## config.mk

```make
export PLATFORM = sky130hd
export DESIGN_NAME = pwm_counter
export DESIGN_NICKNAME = d
export VERILOG_FILES = /design/src/rtl/pwm_pkg.sv /design/src/rtl/pwm_prescaler.sv /design/src/rtl/pwm_counter.sv
export SDC_FILE = /design/constraint.sdc
export NUM_CORES = 1
export LEC_CHECK = 0
export BUFFER_PORTS_ARGS = -buffer_cell sky130_fd_sc_hd__buf_2
export CORE_UTILIZATION = 45
export CTS_CLUSTER_DIAMETER = 30
export DETAILED_ROUTE_END_ITERATION = 7
export SLEW_MARGIN = 20
export SYNTH_ARGS = -nofsm -noshare
export SYNTH_HDL_FRONTEND = slang
export SYNTH_SLANG_ARGS = --single-unit
```

## constraint.sdc

```tcl
create_clock -name clk -period 3.3 [get_ports clk]
set_clock_uncertainty 0.2 [all_clocks]
set_input_delay 0.495 -clock clk [delete_from_list [all_inputs] [get_ports clk]]
set_output_delay 0.495 -clock clk [all_outputs]
set_load 0.01 [all_outputs]
```

## src/rtl/pwm_pkg.sv

```systemverilog
`default_nettype none
// ============================================================================
// Module   : pwm_pkg
// Desc     : Shared defaults, duty type and threshold helper for the PWM core.
// Revision : 1.0 - initial release
// ============================================================================
package pwm_pkg;

    localparam int C_PERIOD   = 100;
    localparam int C_STEP     = 10;
    localparam int C_MAX_MULT = 10;
    localparam int C_PRESCALE = 1;

    typedef logic [3:0] duty_mult_t;

    // Clamping happens before the multiply so an input of 15 cannot overflow.
    function automatic logic [15:0] clamp_duty(
        input duty_mult_t mult,
        input int         step     = C_STEP,
        input int         max_mult = C_MAX_MULT
    );
        int m;
        m = (int'(mult) > max_mult) ? max_mult : int'(mult);
        return 16'(m * step);
    endfunction

endpackage
`default_nettype wire

```

## src/rtl/pwm_prescaler.sv

```systemverilog
`default_nettype none
// ============================================================================
// Module   : pwm_prescaler
// Desc     : Clock-enable divider; tick is high once every PRESCALE cycles.
// Revision : 1.0 - initial release
// ============================================================================
module pwm_prescaler
    import pwm_pkg::*;
#(
    parameter int PRESCALE = C_PRESCALE
) (
    input  logic clk,
    input  logic rst,
    input  logic en,
    output logic tick
);

    localparam int               CNT_W  = (PRESCALE > 1) ? $clog2(PRESCALE) : 1;
    localparam logic [CNT_W-1:0] C_LAST = CNT_W'(PRESCALE - 1);

    logic [CNT_W-1:0] cnt_q;
    logic [CNT_W-1:0] cnt_d;

    assign tick = (cnt_q == C_LAST);

    always_comb begin
        cnt_d = cnt_q;
        if (en) begin
            cnt_d = tick ? '0 : cnt_q + CNT_W'(1);
        end
    end

    always_ff @(posedge clk or negedge rst) begin
        if (!rst) begin
            cnt_q <= '0;
        end else begin
            cnt_q <= cnt_d;
        end
    end

endmodule
`default_nettype wire

```

## src/rtl/pwm_counter.sv

```systemverilog
`default_nettype none
// ============================================================================
// Module   : pwm_counter
// Desc     : Fixed-frequency PWM with 10% duty steps and period-aligned shadow
//            threshold. Define PWM_COUNTER_STATUS_EN for period_start and
//            duty_clamped status outputs.
// Revision : 1.0 - initial release
// ============================================================================
module pwm_counter
    import pwm_pkg::*;
#(
    parameter int PERIOD   = C_PERIOD,
    parameter int STEP     = C_STEP,
    parameter int MAX_MULT = C_MAX_MULT,
    parameter int PRESCALE = C_PRESCALE
) (
    input  logic       clk,
    input  logic       rst,
    input  duty_mult_t duty_multiplier,
    output logic       pwm_out
`ifdef PWM_COUNTER_STATUS_EN
    ,
    output logic       period_start,
    output logic       duty_clamped
`endif
);

    localparam int               CNT_W  = $clog2(PERIOD);
    localparam int               THR_W  = $clog2(PERIOD + 1);
    localparam logic [CNT_W-1:0] C_LAST = CNT_W'(PERIOD - 1);

    logic             started_q;
    logic             w_tick_raw;
    logic             w_tick;
    logic             w_load;
    logic [CNT_W-1:0] count_q;
    logic [CNT_W-1:0] count_d;
    logic [THR_W-1:0] shadow_q;
    logic [THR_W-1:0] shadow_d;
    logic             pwm_q;
    logic             pwm_d;

    // The first edge after reset only latches the duty, so period 0 is full length.
    pwm_prescaler #(
        .PRESCALE (PRESCALE)
    ) u_prescaler (
        .clk  (clk),
        .rst  (rst),
        .en   (started_q),
        .tick (w_tick_raw)
    );

    assign w_tick = w_tick_raw & started_q;
    assign w_load = ~started_q | (w_tick & (count_q == C_LAST));

    always_comb begin
        count_d  = count_q;
        shadow_d = shadow_q;
        if (w_tick) begin
            count_d = (count_q == C_LAST) ? '0 : count_q + CNT_W'(1);
        end
        if (w_load) begin
            shadow_d = THR_W'(clamp_duty(duty_multiplier, STEP, MAX_MULT));
        end
        // Comparing next-state values keeps the output aligned with the count.
        pwm_d = (THR_W'(count_d) < shadow_d);
    end

    always_ff @(posedge clk or negedge rst) begin
        if (!rst) begin
            started_q <= 1'b0;
            count_q   <= '0;
            shadow_q  <= '0;
            pwm_q     <= 1'b0;
        end else begin
            started_q <= 1'b1;
            count_q   <= count_d;
            shadow_q  <= shadow_d;
            pwm_q     <= pwm_d;
        end
    end

    assign pwm_out = pwm_q;

`ifdef PWM_COUNTER_STATUS_EN
    logic period_start_q;
    logic duty_clamped_q;

    always_ff @(posedge clk or negedge rst) begin
        if (!rst) begin
            period_start_q <= 1'b0;
            duty_clamped_q <= 1'b0;
        end else begin
            period_start_q <= w_load;
            if (w_load) begin
                duty_clamped_q <= (int'(duty_multiplier) > MAX_MULT);
            end
        end
    end

    assign period_start = period_start_q;
    assign duty_clamped = duty_clamped_q;
`endif

endmodule
`default_nettype wire

```

==> results.cfg <==
[power]
p_leak_nw = 0.5292
p_clk_share_pct = 15.2
p_comb_share_pct = 38.3
swShare_pct = 36.44
switchingPower_w = 0.0002419
p_seq_share_pct = 46.5
p_per_area_nw_per_um2 = 612.1
intPower_w = 0.0004220
ir_worst_vdd_v = 0.0004107

[placed_design]
dpl-instance-area_um2 = 1052
place.gp.congestion = 0.7573
pre_cts_slack_ns = 0.03323
io_buffers = 6
hpwl_um = 1271

[clock_tree]
cts_setup_buffers = 0
clock-root-buffer = clkbuf_4
clkTransAtPathRegs_ns = 0.08
cts-hold-fix-buffers = 1
numCtsBuffers = 3
ctsResizeCount = 0
clock_sink_count = 16
clockBufferDepth = 2
cts_tree = done
htree_levels = 1
clk_latency_ns = 0.29

[global_route]
grt_max_degree = 17
grt_pass1_wl_um = 3049
grt_antenna_before_repair = 0
grt_util_met2_pct = 26.03
track_usage_pct = 16.79
busiest_layer = met2
met3_usage_pct = 5.556
use_met1_pct = 22.44
overflow = 0
grt_pass1_vias = 643

[yosys]
syn_area_um2 = 1015
yosys-top-cells-area = dfrtp_1, ha_1, mux2i_1
synth_largest_area_cell = dfrtp_1
ys_seq_area_share_pct = 39.46
synthMuxAreaShare_pct = 17.26
synth_top_area_share_pct = 39.46
synth_edf_count = 0
synthTopCellsByCount = dfrtp_1, ha_1, mux2i_1
synth_ff_type = dfrtp_1
synth_top_family_by_area = multiplexers
ys_ff_latch = 16
syn_area_per_cell_um2 = 11.94
yosysMostFrequentCell = dfrtp_1
synthCells = 85
yosysWarnings = 0
synthAdderAreaFrac_pct = 14.30
synth_compound_area_share_pct = 10.73
syn-num-nets = 102
synth-simple-area-share_pct = 11.22
yosys.cell_types.count = 32
async_reset_ff_share_pct = 100.0
yosys.area_share.xor_xnor_pct = 2.589

[hold_path]
hold_class = reg2reg
hold_depth = 1

[sta]
tns_ns = 0
report.final.slew_viol_count = 0
hold_viol = 0
min_period_over_period_pct = 89.96
rsz0062_at_grt = false
setup_ws_ns = 0.3314
period_minus_slack_ns = 2.969
setup_viol = 0
clock.fmax_ghz = 0.3369

[floorplanning]
start_util_pct = 49.69
io_pins = 7
rows = 16
die_area_um2 = 2449
fp.dieH_um = 49.49
core-area_um2 = 2042
die_width_um = 49.49

[run]
drv_cap = 0

[finish]
num_antenna_cells = 0
synthToLayoutAreaGrowth_pct = 6.905
regArea_um2 = 400.4
multiInputGateArea_um2 = 573.1
finalInstanceArea_um2 = 1085
nets = 112
drive_gt1_share_pct = 23.66
fill_cells = 191

[critical_path]
cp-end-kind = flop
worst_path_max_delay_cell = fa_1
startpoint = duty_multiplier[3]
reg2reg_depth = 9
start_kind = primary input
cp-endpoint = pwm_out
ff2ff_setup_slack_ns = 0.47
crit_arrival_ns = 2.98
worstPathRequired_ns = 3.31
cp_max_fo = 5
worstPathCellList = buf_2, a21o_1, ha_1, ha_1, fa_1, mux2i_1, ha_1, a21o_1, a2111oi_0, a211o_1
cpMostUsedCell = ha_1
r2r-start = count_q[0]
reg2reg_to = pwm_out
max_stage_delay_ns = 0.50
crit_type = in2reg

[outcome]
status = finished, final reports clean

[drt]
first_pass_iters = 4
wl_um = 1657
via_per_inst = 5.342
drt-initial-drc-count = 8
drc_errors = 0
ant_nets = 0
avgRoutedWirePerCell_um = 13.81
dr_total_vias = 641
[critical path, delay by kind of cell]
family	cells	cell delay (ns)
mux	1	0.08
buf+inv	1	0.13
fa+ha+maj	4	1.28
compound gates	4	0.99
[through the flow]
step                      cells  util, %   power, W  hold slack (ns)
after floorplan              85        -  0.0005114       -0.0005910
after CTS                   120    53.13  0.0006745           0.3197
after global placement      116    51.53  0.0005568           0.2295
after detailed placement    116    51.53  0.0005670           0.2290
final                       120    53.13  0.0006640           0.3119
after global routing        120    53.13  0.0007328           0.3437
[per-layer routing]
layer | part of all wire (%) | up-vias | wire [um]
li1 | - | 332 | -
met4 | 0.91 | 0 | 15
met1 | 50 | 296 | 831
met5 | 0 | - | 0
met3 | 3.7 | 2 | 62
met2 | 45 | 11 | 747
[worst min path at each step]
stage / start / endpoint / slack [ns]
6_report: shadow_q[1] / shadow_q[1] / 0.31
5_1_grt: shadow_q[1] / shadow_q[1] / 0.34
4_1_cts: shadow_q[2] / shadow_q[2] / 0.32
3_5_place_dp: rst / count_q[4] / 0.23
3_3_place_gp: rst / count_q[5] / 0.23
2_1_floorplan: rst / count_q[0] / -0.0006
[layout make-up]
cell class	count	share of cell area [%]
Tap cell	27	3.114
Sequential cell	16	36.91
Multi-Input combinational cell	65	52.83
Timing Repair Buffer	9	5.075
Clock buffer	3	2.076
[layout by cell type (no fill, tap or decap), drive strengths merged]
master / n
a31oi: 1
nand3: 2
and4b: 1
dlygate4sd3: 1
xnor2: 2
a21o: 2
nand4: 3
fa: 1
mux2: 8
a2111oi: 2
ha: 10
a21oi: 2
a211o: 1
dfrtp: 16
buf: 8
and3: 4
conb: 1
a41o: 1
nand2b: 1
nor2: 1
o22ai: 1
a21boi: 2
o21ai: 4
nor2b: 2
clkbuf: 3
nand2: 4
mux2i: 7
xor2: 1
and2: 1
[logic make-up after synthesis]
kind of cell    Yosys count
compound gates           16
fa+ha+maj                11
flops                    16
xor+xnor                  3
simple gates             19
other cells               1
mux                      15
buf+inv                   4
[state kept, by name, summed over array words and instances, names as in the netlist]
name       count
shadow_q       7
started_q      1
pwm_out        1
count_q        7
[power by group through the flow]
stage / clock network (W) / logic [W] / registers, W
after floorplan: 0 / 0.000221 / 0.000291
after global placement: 0 / 0.000246 / 0.000311
after detailed placement: 0 / 0.000254 / 0.000313
after CTS: 0.000107 / 0.000259 / 0.000309
after global routing: 0.000113 / 0.000300 / 0.000320
final: 0.000101 / 0.000254 / 0.000309
(Power assumes the default switching activity.)
